`config.mk`:
```
export PLATFORM = sky130hd
export DESIGN_NAME = glove_window_buffer
export DESIGN_NICKNAME = d
export VERILOG_FILES = /design/src/rtl/glove_window_buffer.sv
export SDC_FILE = /design/constraint.sdc
export NUM_CORES = 2
export LEC_CHECK = 0
export CORE_AREA = 2 2 265 267
export DETAILED_ROUTE_END_ITERATION = 6
export DIE_AREA = 0 0 267 269
export HOLD_SLACK_MARGIN = 0.15
export PLACE_DENSITY = 0.76
export SLEW_MARGIN = 15
export SYNTH_ARGS = -nofsm -noshare
export SYNTH_HDL_FRONTEND = slang
export SYNTH_SLANG_ARGS = --single-unit
```
`constraint.sdc`:
```
create_clock -name i_clk -period 5.2 [get_ports i_clk]
set_clock_uncertainty 0.1 [all_clocks]
set_input_delay 0.52 -clock i_clk [delete_from_list [all_inputs] [get_ports i_clk]]
set_output_delay 0.52 -clock i_clk [all_outputs]
set_load 0.05 [all_outputs]
```
`src/rtl/glove_window_buffer.sv`:
```
// glove_window_buffer: serial-sample to sliding-window frame buffer.
// Samples arrive one channel per beat. Each completed frame shifts into a
// DEPTH-frame window. The window is offered to the core through a
// valid/ready handshake once warm-up is done, and every HOP frames after that.
module glove_window_buffer #(
    parameter int CH    = 8,
    parameter int DEPTH = 5,
    parameter int W     = 16,
    parameter int HOP   = 1
) (
    input  logic                         i_clk,
    input  logic                         i_rst_n,
    input  logic                         i_valid,
    output logic                         o_ready,
    input  logic [W-1:0]                 i_sample,
    input  logic                         i_flush,
    output logic [DEPTH*CH*W-1:0]        o_window,
    output logic                         o_window_valid,
    input  logic                         i_core_ready,
    output logic [$clog2(DEPTH+1)-1:0]   o_fill,
    output logic [15:0]                  o_frame_count
);
    localparam int CW      = (CH > 1) ? $clog2(CH) : 1;
    localparam int FW      = $clog2(DEPTH + 1);
    localparam int HW      = (HOP > 1) ? $clog2(HOP + 1) : 1;
    localparam int FRAME_W = CH * W;
    localparam int WIN_W   = DEPTH * FRAME_W;

    typedef enum logic [1:0] {
        S_FILL = 2'd0,
        S_RUN  = 2'd1,
        S_PEND = 2'd2
    } state_t;

    state_t             state_q, state_d;
    logic [CW-1:0]      ch_idx_q, ch_idx_d;
    logic [W-1:0]       stage_q [CH];
    logic [W-1:0]       stage_d [CH];
    logic [WIN_W-1:0]   window_q, window_d;
    logic [FW-1:0]      fill_q, fill_d;
    logic [HW-1:0]      hop_cnt_q, hop_cnt_d;
    logic [15:0]        frame_count_q, frame_count_d;

    logic               accept;
    logic               commit;
    logic [FW-1:0]      fill_inc;
    logic [HW-1:0]      hop_inc;
    logic [FRAME_W-1:0] new_frame;
    logic [WIN_W-1:0]   window_shift;

    // A flushed beat is discarded, so it is never treated as accepted.
    assign accept   = i_valid && (state_q != S_PEND) && !i_flush;
    assign commit   = accept && (ch_idx_q == CW'(CH - 1));
    assign fill_inc = (fill_q == FW'(DEPTH)) ? fill_q : fill_q + FW'(1);
    assign hop_inc  = hop_cnt_q + HW'(1);

    // The incoming frame takes the staged channels plus the live last-channel
    // sample. The window then drops frame 0 and moves the rest down one slot.
    genvar gi;
    generate
        for (gi = 0; gi < CH - 1; gi++) begin : g_new_frame
            assign new_frame[gi*W +: W] = stage_q[gi];
        end
        for (gi = 0; gi < DEPTH - 1; gi++) begin : g_shift
            assign window_shift[gi*FRAME_W +: FRAME_W] = window_q[(gi+1)*FRAME_W +: FRAME_W];
        end
    endgenerate
    assign new_frame[(CH-1)*W +: W]                 = i_sample;
    assign window_shift[(DEPTH-1)*FRAME_W +: FRAME_W] = new_frame;

    // Datapath next state: staging register, channel index, window, frame counter.
    always_comb begin
        stage_d       = stage_q;
        ch_idx_d      = ch_idx_q;
        window_d      = window_q;
        frame_count_d = frame_count_q;
        if (accept) begin
            stage_d[ch_idx_q] = i_sample;
            ch_idx_d          = commit ? '0 : ch_idx_q + CW'(1);
        end
        if (commit) begin
            window_d      = window_shift;
            frame_count_d = frame_count_q + 16'd1;
        end
        if (i_flush) begin
            stage_d  = '{default: '0};
            ch_idx_d = '0;
            window_d = '0;
        end
    end

    // Offer control next state: warm-up fill, hop spacing, pending handshake.
    always_comb begin
        state_d   = state_q;
        fill_d    = fill_q;
        hop_cnt_d = hop_cnt_q;
        if (commit) begin
            fill_d = fill_inc;
        end
        case (state_q)
            S_FILL: begin
                if (commit && (fill_inc == FW'(DEPTH))) begin
                    state_d   = S_PEND;
                    hop_cnt_d = '0;
                end
            end
            S_RUN: begin
                if (commit) begin
                    if (hop_inc == HW'(HOP)) begin
                        state_d   = S_PEND;
                        hop_cnt_d = '0;
                    end else begin
                        hop_cnt_d = hop_inc;
                    end
                end
            end
            S_PEND: begin
                if (i_core_ready) begin
                    state_d = S_RUN;
                end
            end
            default: state_d = S_FILL;
        endcase
        if (i_flush) begin
            state_d   = S_FILL;
            fill_d    = '0;
            hop_cnt_d = '0;
        end
    end

    // All state registers. Reset clears everything, including the frame counter.
    always_ff @(posedge i_clk) begin
        if (!i_rst_n) begin
            state_q       <= S_FILL;
            ch_idx_q      <= '0;
            stage_q       <= '{default: '0};
            window_q      <= '0;
            fill_q        <= '0;
            hop_cnt_q     <= '0;
            frame_count_q <= '0;
        end else begin
            state_q       <= state_d;
            ch_idx_q      <= ch_idx_d;
            stage_q       <= stage_d;
            window_q      <= window_d;
            fill_q        <= fill_d;
            hop_cnt_q     <= hop_cnt_d;
            frame_count_q <= frame_count_d;
        end
    end

    assign o_ready        = (state_q != S_PEND);
    assign o_window_valid = (state_q == S_PEND);
    assign o_window       = window_q;
    assign o_fill         = fill_q;
    assign o_frame_count  = frame_count_q;

endmodule

```
# Word level (Yosys, flattened, before mapping)
# Index checks and enable logic that the tools add are counted.
dict set report totals {
  out_inout_bits 661
  ff_bits 793
  wordCells 56
}
dict set report classes {
  magnitude_cmp 2
  eq_ne 10
  n_mux 13
  n_addsub 4
  bitwise 2
  reduce_logical 11
}
# op n
set op_table {}
lappend op_table {{$bwmux 128} 1}
lappend op_table {{$demux 16 s3} 1}
lappend op_table {{$add 16x1->16 const B} 1}
lappend op_table {{$mux 16} 1}
lappend op_table {{$eq 3x3->1 const B} 3}
lappend op_table {{$mux 2} 4}
lappend op_table {{$ne 2x2->1 const B} 4}
lappend op_table {{$add 3x1->3 const B} 2}
lappend op_table {{$mux 3} 2}
lappend op_table {{$pmux 2 s3} 1}
lappend op_table {{$logic_and 1x1->1} 5}
lappend op_table {{$ge 4x4->1 const B} 1}
lappend op_table {{$lt 4x1->1 const B} 1}
lappend op_table {{$not 3->4} 1}
lappend op_table {{$reduce_and 4->1} 1}
lappend op_table {{$reduce_and 3->1} 1}
lappend op_table {{$eq 2x1->1 const B} 1}
lappend op_table {{$eq 2x2->1 const B} 1}
lappend op_table {{$logic_not 2->1} 1}
lappend op_table {{$mux 1} 2}
lappend op_table {{$ne 2x1->1 const B} 1}
lappend op_table {{$pmux 1 s2} 1}
lappend op_table {{$reduce_bool 2->1} 1}
lappend op_table {{$reduce_or 2->1} 1}
lappend op_table {{other kinds (3)} 3}

# Depth between registers and ports, before layout
dict set report logic_depth {
  word_depth 7
  ltp_mapped 9
}

# Worst setup path before layout
# Ideal clock, no wire load.
dict set report synth_timing {
  path_kind {register to register}
  start {register frame_count_q[3] (netlist: o_frame_count[3])}
  end {register frame_count_q[9] (netlist: o_frame_count[9])}
  arrival_time_ns 1.905
  setup_slack_ns 3.125
  stages_incl_launch_ff 6
  path_buffers 1
  period_less_slack_ns 2.075
  path_cell_list {dfxtp_1 and3_1 nand3_1 clkbuf_1 or4_1 a21oi_1}
}
dict set report synth_between {
  elab_chain_len 1
}
# item line
set synth_rtl {}
lappend synth_rtl {{start: declaration} 42} ;# logic [15:0] frame_count_q, frame_count_d;
lappend synth_rtl {{start signal: assignment} 148} ;# frame_count_q <= frame_count_d;
lappend synth_rtl {{$add 16x1->16} 83} ;# frame_count_d = frame_count_q + 16'd1;
# Every way passes these cells.
# A chain may end at the register's enable or synchronous reset.

# Worst setup path in the final report
dict set report layout_timing {
  start {register state_q[0]}
  end {output port o_window_valid}
}
dict set report layout_between {
  elab_chain_len 1
}
# item line
set layout_rtl {}
lappend layout_rtl {{start: declaration} 35} ;# state_t state_q, state_d;
lappend layout_rtl {{start signal: assignment} 142} ;# state_q <= state_d;
lappend layout_rtl {{$eq 2x2->1} 153} ;# assign o_window_valid = (state_q == S_PEND);
lappend layout_rtl {{end: declaration} 18} ;# output logic o_window_valid,
# Every way passes these cells.

==> impl_metrics.ini <==
[status]
status = finished, final reports clean

[grt]
grt_use_total_pct = 22.17
grt_pass1_wl_mm = 125.7
grt_antenna_before_repair = 4
grt_max_degree = 110
first_global_vias = 21667
grt_overflow = 0

[placement]
gp_congestion = 0.8334
pre_cts_slack_ns = 1.934
io_buffers = 681
hpwl_mm = 55.50

[synthesis]
synth_top_area_share_pct = 57.44
yosysWarnings = 0
ys_seq_elements = 776
synth_area_per_cell_um2 = 8.193
synth_cells = 3301
ys_seq_area_share_pct = 57.44
ys_types = 38
synth_area_leaders = dfxtp_1 (57%), nand2_1 (18%), a21oi_1 (12%), mux2i_1 (4.2%), clkbuf_1 (2.3%)
synth_area_um2 = 27040
synth_top_area_cell = dfxtp_1
synth_nets = 3327

[timing]
slew_headroom_pct = 24.29
max_freq_ghz = 0.3072
fin_crit_sh_pct = 62.60
tns_ns = 0
hold_viol_final = 0
fin_crit_ns = 3.255
tightest_slew_ns = 1.132
setup_viol = 0
slew_viol_final = 0
setup_ws_ns = 1.945
rsz0062_at_grt = false

[cts]
post_cts_resized = 0
numCtsBuffers = 82
cts-hold-fix-buffers = 0
clock_sinks = 776
h-tree-depth = 3
path_clk_slew_ns = 0.06
cts_buffer_depth = 3
ctsRootBufferMaster = clkbuf_16
insertion_delay_ns = 0.63
cts_tree = built
postCtsSetupBuffers = 0

[die]
dieArea_um2 = 71820
rows = 97
design.core.area_um2 = 69300
ios = 682
die_w_um = 267
die-height_um = 269
initial_core_util_pct = 39.03

[worst_setup_path]
critical_path_class = flip-flop to output pin
cp-start-kind = flip-flop
critPathArrivalTime_ns = 2.64
cp.buffers_inverters = 2
path_cells = nand2b_1, inv_4, clkdlybuf4s50_1
crit_fanout = 16
cp.required_ns = 4.58
cpLargestDelayFamily = buffers and inverters
cp_slowest_cell = clkdlybuf4s50_1
slowest_delay_ns = 0.90
end_kind = output pin

[cells_and_area]
fillers = 6261
final_layout_size_suffix_gt1_share_pct = 5.020
antennaDiodeCount = 0
syn_to_final_growth_pct = 37.83
final_nets = 3891

[drt]
drcViolationCount = 0
drt-initial-drc-count = 1746
ant_nets = 0
wl_per_cell_um = 17.32
viasPerCell = 4.932
drt_first_pass_iters = 5
wl_mm = 84.24
via_count = 23989

[power]
pwr-share-clk_pct = 48.9
internal_power_uw = 9469
power.switching_uw = 2585
powerDensity_nw_per_um2 = 323.4
peakVddDrop_v = 0.0002704
pwr-share-seq_pct = 49.4
pwr-share-comb_pct = 1.8
p_leak_uw = 0.01193
sw_frac_of_total_pct = 21.45

[flow_run]
drv_cap = 0

[worst_hold_path]
hold_class = flip-flop to flip-flop
per-layer routing:
| metal | wire [um] | up-vias | part of all wire, % | track usage (%) |
|---|---|---|---|---|
| met3 | 6208 | 143 | 7.4 | 5.114 |
| met1 | 34620 | 11286 | 41 | 27.92 |
| met4 | 2478 | 0 | 2.9 | 7.926 |
| li1 | - | 11761 | - | - |
| met5 | 0 | - | 0 | 0 |
| met2 | 40940 | 799 | 49 | 37.20 |
stage by stage:
stage | instances | utilization [%] | area (um^2) | hold WS [ns] | total power [uW]
6_report | 4864 | 53.79 | 37280 | 0.3309 | 12060
5_1_grt | 4864 | 53.79 | 37280 | 0.3474 | 12440
4_1_cts | 4864 | 53.79 | 37280 | 0.3296 | 12180
2_1_floorplan | 3301 | - | 27040 | 0.3312 | 6194
3_5_place_dp | 4721 | 49.82 | 34520 | 0.3415 | 6294
3_3_place_gp | 4721 | 49.82 | 34520 | 0.3370 | 6293
registers in the layout (all words and copies together), names as in the netlist:
register,flops
o_fill,3
o_frame_count,16
state_q,2
new_frame,112
ch_idx_q,3
o_window,640
placed cells by master (no fill, tap or decap), types with 6 or more instances in the layout:
master / instances
nand2_1: 1295
dfxtp_1: 776
clkdlybuf4s50_1: 681
a21oi_1: 656
nor2_1: 122
mux2i_1: 114
clkbuf_16: 82
buf_4: 49
clkbuf_8: 21
clkbuf_1: 18
buf_12: 12
clkinv_2: 8
or4_1: 7
xor2_1: 6
o31ai_1: 6
logic make-up after synthesis:
group,share of synthesized area (%)
adders and majority gates,0.2313
and+or+nand+nor,21.14
AOI/OAI and AO/OA,12.40
xor gates and xnor gates,0.2267
DFF,57.44
buffers and inverters,4.340
muxes,4.219
power groups by stage:
stage | Combinational (uW) | Sequential (uW) | Clock (uW)
2_1_floorplan | 113 | 6080 | 0
6_report | 211 | 5950 | 5890
3_5_place_dp | 211 | 6080 | 0
3_3_place_gp | 211 | 6080 | 0
5_1_grt | 223 | 5950 | 6270
4_1_cts | 211 | 5950 | 6020
synthesized netlist by cell type:
cell type,count
a311oi_1,1
inv_4,1
nor2_1,122
nand2_1,1295
nand2b_1,4
ha_1,5
and4_1,2
a22oi_1,1
buf_6,6
buf_4,1
xnor2_1,1
and3_1,3
or4b_4,2
xor2_1,6
and4b_1,1
nor2b_1,2
clkbuf_1,164
buf_2,78
nor4_4,3
nand3_1,6
inv_1,4
nand4_2,1
a21oi_1,656
o21ai_0,2
or4_1,7
o31ai_1,6
or2b_1,2
buf_8,2
buf_1,11
nand4_1,5
dfxtp_1,776
nor4_1,1
mux2i_1,114
nor4b_1,2
or3_1,3
nor3b_1,1
nor3_1,1
nand4b_1,3
worst min-delay path, stage by stage, from the launching register on:
cell     delay (ns)
dfxtp_1        0.31
nand2_1        0.05
a21oi_1        0.05
area by class of cell:
type	instances	area, um^2	share of cell area, %
tap	940	1176	3.155
multi-input combinational	2258	10370	27.81
clock buffer	121	2409	6.461
inverter	5	21.27	0.05706
clock inverter	22	342.8	0.9197
timing repair buffer	742	7425	19.92
sequential	776	15530	41.68
final timing paths:
check,start,to,slack [ns],cells past startpoint
worst max-delay path,state_q[0],o_window_valid,1.94,3
worst min register to register,new_frame[21],o_window[533],0.33,2
worst max register to register,ch_idx_q[0],o_window[78],2.05,6
worst min-delay path,new_frame[21],o_window[533],0.33,2
(Power assumes the default switching activity.)
